===== config.mk =====
export PLATFORM = sky130hd
export DESIGN_NAME = ram_loader
export DESIGN_NICKNAME = d
export VERILOG_FILES = /design/src/rtl/sap_pkg.sv /design/src/rtl/loader_phase_timer.sv /design/src/rtl/ram_loader.sv
export SDC_FILE = /design/constraint.sdc
export NUM_CORES = 1
export LEC_CHECK = 0
export ABC_AREA = 1
export CORE_MARGIN = 2
export CORE_UTILIZATION = 60
export CTS_CLUSTER_DIAMETER = 50
export DETAILED_ROUTE_END_ITERATION = 10
export DONT_BUFFER_PORTS = 1
export PLACE_DENSITY = 0.87
export SLEW_MARGIN = 20
export SYNTH_ARGS = -nofsm -noshare
export SYNTH_HDL_FRONTEND = slang
export SYNTH_HIERARCHICAL = 1
export SYNTH_SLANG_ARGS = --single-unit

===== constraint.sdc =====
create_clock -name clk -period 3.9 [get_ports clk]
set_clock_uncertainty 0.05 [all_clocks]
set_input_delay 0.78 -clock clk [delete_from_list [all_inputs] [get_ports clk]]
set_output_delay 0.78 -clock clk [all_outputs]
set_load 0.02 [all_outputs]

===== src/rtl/sap_pkg.sv =====
// Shared SAP-1 constants and the program-RAM loader state encoding.
package sap_pkg;

    localparam int unsigned SAP_ADDR_W = 4;
    localparam int unsigned SAP_DATA_W = 8;
    localparam int unsigned TIMER_W    = 8;

    typedef enum logic [2:0] {
        IDLE,
        WAIT_BYTE,
        SETUP,
        WRITE,
        HOLD,
        READ,
        DONE
    } loader_state_t;

endpackage


===== src/rtl/loader_phase_timer.sv =====
// Loadable down-counter sizing the SETUP and WRITE phases; tc flags a count of zero.
module loader_phase_timer
    import sap_pkg::*;
#(
    parameter int unsigned W = TIMER_W
) (
    input  logic         clk,
    input  logic         reset,
    input  logic         load,
    input  logic [W-1:0] load_value,
    output logic         tc
);

    logic [W-1:0] count_q;
    logic [W-1:0] count_d;

    always_comb begin
        count_d = count_q;
        if (load) begin
            count_d = load_value;
        end else if (count_q != '0) begin
            count_d = count_q - W'(1);
        end
    end

    always_ff @(posedge clk or posedge reset) begin
        if (reset) begin
            count_q <= '0;
        end else begin
            count_q <= count_d;
        end
    end

    assign tc = (count_q == '0);

endmodule


===== src/rtl/ram_loader.sv =====
// Write-side controller for the program RAM: streams 2^ADDR_W bytes into
// addresses 0.. in order with timed active-low strobes and optional readback.
module ram_loader
    import sap_pkg::*;
#(
    parameter int unsigned ADDR_W       = SAP_ADDR_W,
    parameter int unsigned DATA_W       = SAP_DATA_W,
    parameter int unsigned SETUP_CYCLES = 1,
    parameter int unsigned WE_CYCLES    = 2,
    parameter bit          VERIFY       = 1'b1
) (
    input  logic              clk,
    input  logic              reset,
    input  logic              start,
    input  logic [DATA_W-1:0] in_data,
    input  logic              in_valid,
    output logic              in_ready,
    output logic [ADDR_W-1:0] mem_address,
    output logic [DATA_W-1:0] mem_data,
    output logic              mem_write_enable_n,
    output logic              mem_bus_enable_n,
    input  logic [DATA_W-1:0] mem_rdata,
    output logic              busy,
    output logic              done,
    output logic              error,
    output logic [ADDR_W-1:0] error_addr
);

    localparam logic [TIMER_W-1:0] SETUP_LOAD = TIMER_W'(SETUP_CYCLES - 1);
    localparam logic [TIMER_W-1:0] WE_LOAD    = TIMER_W'(WE_CYCLES - 1);

    loader_state_t state_q, state_d;

    logic [ADDR_W-1:0]  addr_q, addr_d;
    logic [DATA_W-1:0]  data_q, data_d;
    logic [ADDR_W-1:0]  error_addr_q, error_addr_d;
    logic               error_q, error_d;
    logic               we_n_q, we_n_d;
    logic               be_n_q, be_n_d;
    logic               in_ready_q, in_ready_d;
    logic               busy_q, busy_d;
    logic               done_q, done_d;

    logic               advance;
    logic               timer_load;
    logic [TIMER_W-1:0] timer_value;
    logic               timer_tc;

    loader_phase_timer #(
        .W(TIMER_W)
    ) u_timer (
        .clk        (clk),
        .reset      (reset),
        .load       (timer_load),
        .load_value (timer_value),
        .tc         (timer_tc)
    );

    always_ff @(posedge clk or posedge reset) begin
        if (reset) begin
            state_q <= IDLE;
        end else begin
            state_q <= state_d;
        end
    end

    always_comb begin
        state_d     = state_q;
        timer_load  = 1'b0;
        timer_value = '0;
        advance     = 1'b0;
        unique case (state_q)
            IDLE:      if (start) state_d = WAIT_BYTE;
            WAIT_BYTE: begin
                if (in_valid && in_ready_q) begin
                    state_d     = SETUP;
                    timer_load  = 1'b1;
                    timer_value = SETUP_LOAD;
                end
            end
            SETUP: begin
                if (timer_tc) begin
                    state_d     = WRITE;
                    timer_load  = 1'b1;
                    timer_value = WE_LOAD;
                end
            end
            WRITE:     if (timer_tc) state_d = HOLD;
            HOLD: begin
                if (VERIFY) state_d = READ;
                else        advance = 1'b1;
            end
            READ:      advance = 1'b1;
            DONE:      state_d = IDLE;
            default:   state_d = IDLE;
        endcase
        if (advance) begin
            state_d = (addr_q == '1) ? DONE : WAIT_BYTE;
        end
    end

    // Strobes and handshake are decoded from the next state so the registered
    // pins line up with the state they belong to.
    always_comb begin
        addr_d       = addr_q;
        data_d       = data_q;
        error_d      = error_q;
        error_addr_d = error_addr_q;
        if (state_q == IDLE && start) begin
            addr_d       = '0;
            error_d      = 1'b0;
            error_addr_d = '0;
        end
        if (state_q == WAIT_BYTE && state_d == SETUP) begin
            data_d = in_data;
        end
        if (state_q == READ && mem_rdata != data_q) begin
            error_d = 1'b1;
            if (!error_q) error_addr_d = addr_q;
        end
        if (advance && state_d == WAIT_BYTE) begin
            addr_d = addr_q + ADDR_W'(1);
        end
        we_n_d     = (state_d != WRITE);
        be_n_d     = (state_d != READ);
        in_ready_d = (state_d == WAIT_BYTE);
        busy_d     = (state_d != IDLE);
        done_d     = (state_d == DONE);
    end

    always_ff @(posedge clk or posedge reset) begin
        if (reset) begin
            addr_q       <= '0;
            data_q       <= '0;
            error_q      <= 1'b0;
            error_addr_q <= '0;
            we_n_q       <= 1'b1;
            be_n_q       <= 1'b1;
            in_ready_q   <= 1'b0;
            busy_q       <= 1'b0;
            done_q       <= 1'b0;
        end else begin
            addr_q       <= addr_d;
            data_q       <= data_d;
            error_q      <= error_d;
            error_addr_q <= error_addr_d;
            we_n_q       <= we_n_d;
            be_n_q       <= be_n_d;
            in_ready_q   <= in_ready_d;
            busy_q       <= busy_d;
            done_q       <= done_d;
        end
    end

    assign mem_address        = addr_q;
    assign mem_data           = data_q;
    assign mem_write_enable_n = we_n_q;
    assign mem_bus_enable_n   = be_n_q;
    assign in_ready           = in_ready_q;
    assign busy               = busy_q;
    assign done               = done_q;
    assign error              = error_q;
    assign error_addr         = error_addr_q;

endmodule


==> impl_metrics.toml, run 1 <==
[synthesis]
ys_seq_elements = 33
synth_seq_area_share_pct = 45.56
avgSynthCellArea_um2 = 7.575
post_synth_inst_count = 240
netlist_area_um2 = 1818
dominantRegCellSynth = "dfrtp_1"
synth_enable_flop_cells = 0
synth.distinct_cells = 27
yosys_warnings = 6
postSynth.asyncResetShare_pct = 100.0

[setup_path]
crit_path_end = "u_timer/count_q[0]"
r2r_end = "u_timer/count_q[0]"
endpoint_kind = "flop"
crit_slowest_cell = "dfrtp_1"
regToRegSetupSlack_ns = 1.87
crit_top_cell = "inv_1"
required_time_at_the_endpoint_of_the_critical_path_ns = 4.11
r2r-start = "u_timer/count_q[0]"
critPathArrivalTime_ns = 2.24
cp_cell_sequence = "inv_1, ha_1, nand2_4, nor2_8, inv_1, o21ai_0, buf_4, inv_1, nand2_4, nand2_1, o21ai_2"
slowest_delay_ns = 0.40
worstSetupStartpoint = "u_timer/count_q[0]"
crit_path_start_kind = "flop"
r2r.worst_path.cells = 11
critical_path_class = "reg2reg"
worst-path-max-fanout = 12

[detailed_routing]
ant_nets = 0
avgViaCountPerCell = 5.261
detailedRoute.firstIterationViolations = 65
dr_total_vias = 1489
routed_wire_length_per_instance_um = 12.50
drtPass1Iterations = 4
route.final.wire_length_um = 3538
drt_drc_violations_left = 0

[die]
core-area_um2 = 2829
io_pins = 42
fp.dieW_um = 59.05
fp.dieArea_um2 = 3486
floorplan.rows = 19
die_y_um = 59.05
initial_utilization_pct = 64.26

[clock_network]
cts_made_buffers = 5
cts_tree = "yes"
cts.repair_timing.setup_buffer_count = 0
clk_root_buffer_cell = "clkbuf_4"
post_cts_resized = 0
clock_sinks = 33
cts_htree_levels = 2
clock_transition_at_the_registers_of_the_reported_paths_ns = 0.11
cts-hold-fix-buffers = 0
max-clock-path-buffers = 2
clock_latency_ns = 0.33

[global_route]
global_route.overflow_total = 0
grt_first_pass_wirelength_um = 6023
use_met2_pct = 38.89
antenna_violations_before_repair = 0
largest_net_degree_at_the_start_of_global_routing = 26
groute.layer.met3.usage_pct = 8.079
groute.layer.met1.usage_pct = 28.05
grt_busiest_layer = "met2"
grt_pass1_vias = 1399
groute.usage.overall_pct = 23.38

[sta]
setup_tns_ns = 0
period_minus_slack_ns = 2.028
slew-limit-headroom_pct = 40.88
fin_worst_hold_slack_ns = 0.2193
final-max-slew-violation-count = 0
fin_crit_sh_pct = 52.00
finalSetupViolations = 0
rsz0062_at_grt = "no"
hold_violations = 0
worst_slew_pin_slew_ns = 0.8858
clock.fmax_mhz = 493.1

[power]
vdd.ir_drop.worst_v = 0.0003751
static-leakage-power_uw = 0.001045
cellPowerDensity_nw_per_um2 = 719.9

[layout]
finish.net_count = 273
insertedDiodeCount = 0
register_area_um2 = 828.3
areaGrowthSynthToFinish_pct = 8.190
instances_no_fill = 283
drive_above_1_share_pct = 12.70
nFillCells = 230
multiInputGateArea_um2 = 858.3

[place]
globalplace.congestion = 0.8224
port_buffers = 0
detailed_place_hpwl_um = 2780
number_of_placed_cells_counting_well_taps = 275

[hold_path]
hold_class = "in2async"

[status]
status = "finished clean"

[flow_run]
timing.max_cap.violations = 0
[where the power goes]
part / internal (uW) / leakage, uW / total, uW / switching, uW
Clock: 198 / 0.0000552 / 314 / 115
Sequential: 456 / 0.000416 / 634 / 178
Combinational: 172 / 0.000574 / 468 / 297
[worst min-delay path by stage]
stage,startpoint,to,depth (start not counted)
2_1_floorplan,state_q[2],mem_bus_enable_n,1
3_5_place_dp,state_q[2],mem_bus_enable_n,1
3_3_place_gp,state_q[2],mem_bus_enable_n,1
4_1_cts,reset,u_timer/count_q[1],1
6_report,reset,u_timer/count_q[6],1
5_1_grt,reset,u_timer/count_q[1],1
[cell usage after synthesis, types with 2 or more instances]
cell      n  area share (%)
ha_1      2             1.4
nor2_4    3             1.9
nand3_2   2             1.1
inv_1    30             6.2
nand2_2   2            0.69
nand2_1  84              17
nor2_2    4             1.4
o21ai_0  15             4.1
xnor2_1   6             2.9
nand3_1  20             5.5
nand2_4   2             1.2
dfstp_2   2             2.9
nand4_1   2            0.69
dfrtp_1  31              43
inv_2     5             1.0
nor2_1   18             3.7
o21ai_2   2            0.96
[critical path, delay by kind of cell, from the launching register on]
family	cells	cell delay, ns
flip-flops	1	0.40
AO/OA/AOI/OAI	2	0.23
adder cells (fa/ha/maj)	1	0.30
buffers and inverters	4	0.54
AND/OR/NAND/NOR	4	0.43
[logic make-up (layout without fill, tap and decap cells)]
family,after synthesis,after routing,synth area share (%)
flops,33,33,45.56
buf+inv,38,44,8.465
other cells,1,7,0.2063
xor+xnor,7,7,3.372
simple gates,139,139,34.89
compound gates,20,20,6.125
fa+ha+maj,2,2,1.376
[stage by stage]
step                      instance area (um^2)  power (uW)  utilization [%]  worst slack, ns
after floorplan                           1841        1008                -            1.887
after global routing                      1967        1534            69.53            1.722
after global placement                    1864        1080            65.90            1.911
final                                     1967        1416            69.53            1.872
after CTS                                 1967        1427            69.53            1.886
after detailed placement                  1864        1110            65.90            1.811
[sequential cells by signal, indices dropped and copies added (netlist names)]
name	flops
state_q	3
mem_address	4
error	1
mem_write_enable_n	1
error_addr	4
u_timer/count_q	8
mem_data	8
in_ready	1
busy	1
done	1
mem_bus_enable_n	1
[routing by layer]
metal	up-vias	wire [um]
met3	2	278
met4	0	24
li1	761	-
met2	52	1717
met1	674	1518
met5	-	0
[layout by cell type, fill, tap and decap left out]
| cell | count |
|---|---|
| nor3_1 | 1 |
| conb_1 | 7 |
| inv_1 | 30 |
| nand2_4 | 2 |
| xnor2_1 | 6 |
| dfstp_2 | 2 |
| nor2_4 | 3 |
| nand2_1 | 84 |
| nand3_2 | 2 |
| o31ai_1 | 1 |
| nor2_1 | 18 |
| nand2_2 | 2 |
| bufinv_16 | 2 |
| o22ai_1 | 1 |
| nor2_8 | 1 |
| o21ai_0 | 15 |
| ha_1 | 2 |
| nor2_2 | 4 |
| a21oi_1 | 1 |
| buf_4 | 1 |
| clkbuf_4 | 5 |
| dfrtp_1 | 31 |
| inv_2 | 5 |
| nand4_1 | 2 |
| clkinv_2 | 1 |
| o21ai_2 | 2 |
| nand3_1 | 20 |
| xor2_1 | 1 |
[layout make-up]
| cell class | instances | area share [%] |
|---|---|---|
| multi-input combinational | 175 | 43.64 |
| sequential | 33 | 42.11 |
| inverter | 35 | 6.679 |
| clock inverter | 3 | 3.308 |
| tap | 31 | 1.972 |
| clock buffer | 5 | 1.908 |
| timing repair buffer | 1 | 0.3817 |
Note: power is estimated with default switching activity, not from simulation.
==> run 2, diff against run 1 <==
==> constraint.sdc (replaced) <==
create_clock -name clk -period 2.06 [get_ports clk]
set_clock_uncertainty 0.05 [all_clocks]
set_input_delay 0.412 -clock clk [delete_from_list [all_inputs] [get_ports clk]]
set_output_delay 0.412 -clock clk [all_outputs]
set_load 0.02 [all_outputs]
==> run 2 against run 1 <==
Compared with the run above: non-clock buffer count rose by 7; power rose by 74%; die area did not move.
==> impl_metrics.toml, run 2 (synthesis gave the netlist of run 1 again) <==
[status]
status = "finished clean"

[clock_network]
max-clock-path-buffers = 2
clock_sinks = 33
cts_tree = "yes"
clock_latency_ns = 0.33
clock_transition_at_the_registers_of_the_reported_paths_ns = 0.10
cts_htree_levels = 2
cts_made_buffers = 5
clk_root_buffer_cell = "clkbuf_4"

[detailed_routing]
drt_drc_violations_left = 0
detailedRoute.firstIterationViolations = 32
routed_wire_length_per_instance_um = 12.83
drtPass1Iterations = 4
avgViaCountPerCell = 5.259
dr_total_vias = 1525
route.final.wire_length_um = 3721
ant_nets = 0

[setup_path]
r2r.worst_path.cells = 11
crit_path_end = "u_timer/count_q[0]"
required_time_at_the_endpoint_of_the_critical_path_ns = 2.27
r2r-start = "u_timer/count_q[0]"
regToRegSetupSlack_ns = 0.15
endpoint_kind = "flop"
critical_path_class = "reg2reg"
crit_path_start_kind = "flop"
r2r_end = "u_timer/count_q[0]"
worst-path-max-fanout = 11
worstSetupStartpoint = "u_timer/count_q[0]"
critPathArrivalTime_ns = 2.12

[power]
sequentialPowerShare_pct = 48.0
net-switching-power_uw = 1122
cellPowerDensity_nw_per_um2 = 1248
clock_power_share_pct = 14.2
combPwrFrac_pct = 37.8
static-leakage-power_uw = 0.001055
switching_share_pct = 45.46
vdd.ir_drop.worst_v = 0.0008804
total_power_uw = 2467
power_report.internal_total_uw = 1346

[global_route]
groute.layer.met3.usage_pct = 6.987
largest_net_degree_at_the_start_of_global_routing = 14
groute.usage.overall_pct = 23.70
antenna_violations_before_repair = 0
grt_first_pass_wirelength_um = 6099
grt_busiest_layer = "met2"
grt_pass1_vias = 1443
groute.layer.met1.usage_pct = 29.17
global_route.overflow_total = 0
use_met2_pct = 39.05

[sta]
clock.fmax_mhz = 524.0
fin_worst_hold_slack_ns = 0.1463
period_minus_slack_ns = 1.908
hold_violations = 0
rsz0062_at_grt = "no"
finalSetupViolations = 0
final-max-slew-violation-count = 0
setup_tns_ns = 0
fin_crit_sh_pct = 92.64

[layout]
drive_above_1_share_pct = 15.06
insertedDiodeCount = 0
final_core_utilization_pct = 69.88
instances_no_fill = 290
finish.net_count = 280
mostFrequentLayoutCell = "nand2_1"
areaGrowthSynthToFinish_pct = 8.741
layout.cells.most_common_list = "84 x nand2_1, 31 x dfrtp_1, 30 x inv_1"

[die]
core-area_um2 = 2829
initial_utilization_pct = 64.26
die_y_um = 59.05
fp.dieArea_um2 = 3486
io_pins = 42
fp.dieW_um = 59.05
floorplan.rows = 19

[hold_path]
hold_class = "in2reg"

[place]
number_of_placed_cells_counting_well_taps = 279
detailed_place_hpwl_um = 2841
port_buffers = 0
globalplace.congestion = 0.8198

[flow_run]
timing.max_cap.violations = 0
[run 2: cell count changes in the layout (fill, tap and decap cells not counted)]
cell,change
dlygate4sd3_1,+1
bufinv_16,-2
clkinvlp_4,+1
ha_2,+1
buf_4,+6
ha_1,-1
clkinv_2,+1
[run 2: through the flow]
step / setup WS [ns] / cell area (um^2)
after floorplan: 0.04736 / 1841
after global placement: 0.2222 / 1894
after detailed placement: 0.1503 / 1894
after CTS: 0.08554 / 1959
after global routing: 0.0003730 / 1977
final: 0.1516 / 1977
[run 2: power groups by stage]
stage	combinational (uW)	sequential (uW)	clock, uW
floorplan	751	1160	0
global placement	881	1190	0
detailed placement	916	1190	0
CTS	926	1180	363
global route	1080	1210	382
finish	934	1180	349
[run 2: layer usage]
metal / share of wire (%) / up-vias
met4: 1.5 / 0
li1: - / 765
met3: 5.9 / 6
met5: 0 / -
met2: 47 / 44
met1: 45 / 710
[run 2: critical path, stage by stage (launching register included)]
cell,delay [ns]
dfrtp_1,0.39
inv_1,0.11
ha_2,0.25
nand2_4,0.08
nor2_8,0.15
inv_1,0.10
o21ai_0,0.19
buf_4,0.21
inv_1,0.10
nand2_4,0.09
nand2_1,0.06
o21ai_2,0.06
[run 2: what timing repair did]
action	CTS	global route
gates resized for setup	0	1
setup endpoints to repair	0	4
endpoints found under the hold margin	15	0
setup buffers	0	2
hold buffers	1	0
[run 2: worst min path at each step]
stage	start	to	slack, ns	cells after the start
after floorplan	reset	u_timer/count_q[0]	0.18	1
after global placement	reset	mem_data[2]	0.22	1
after detailed placement	reset	mem_data[2]	0.22	1
after CTS	in_data[2]	mem_data[2]	0.14	2
after global routing	in_data[2]	mem_data[2]	0.13	2
final	in_data[2]	mem_data[2]	0.15	2
[run 2: area by class of cell]
type                    count  area, um^2
flip-flops and latches     33       828.3
clock inverters             3       17.52
well taps                  31       38.79
repair buffers              8       62.56
fillers                   241       852.1
multi-input cells         175       860.8
inverters                  35       131.4
clock buffers               5       37.54
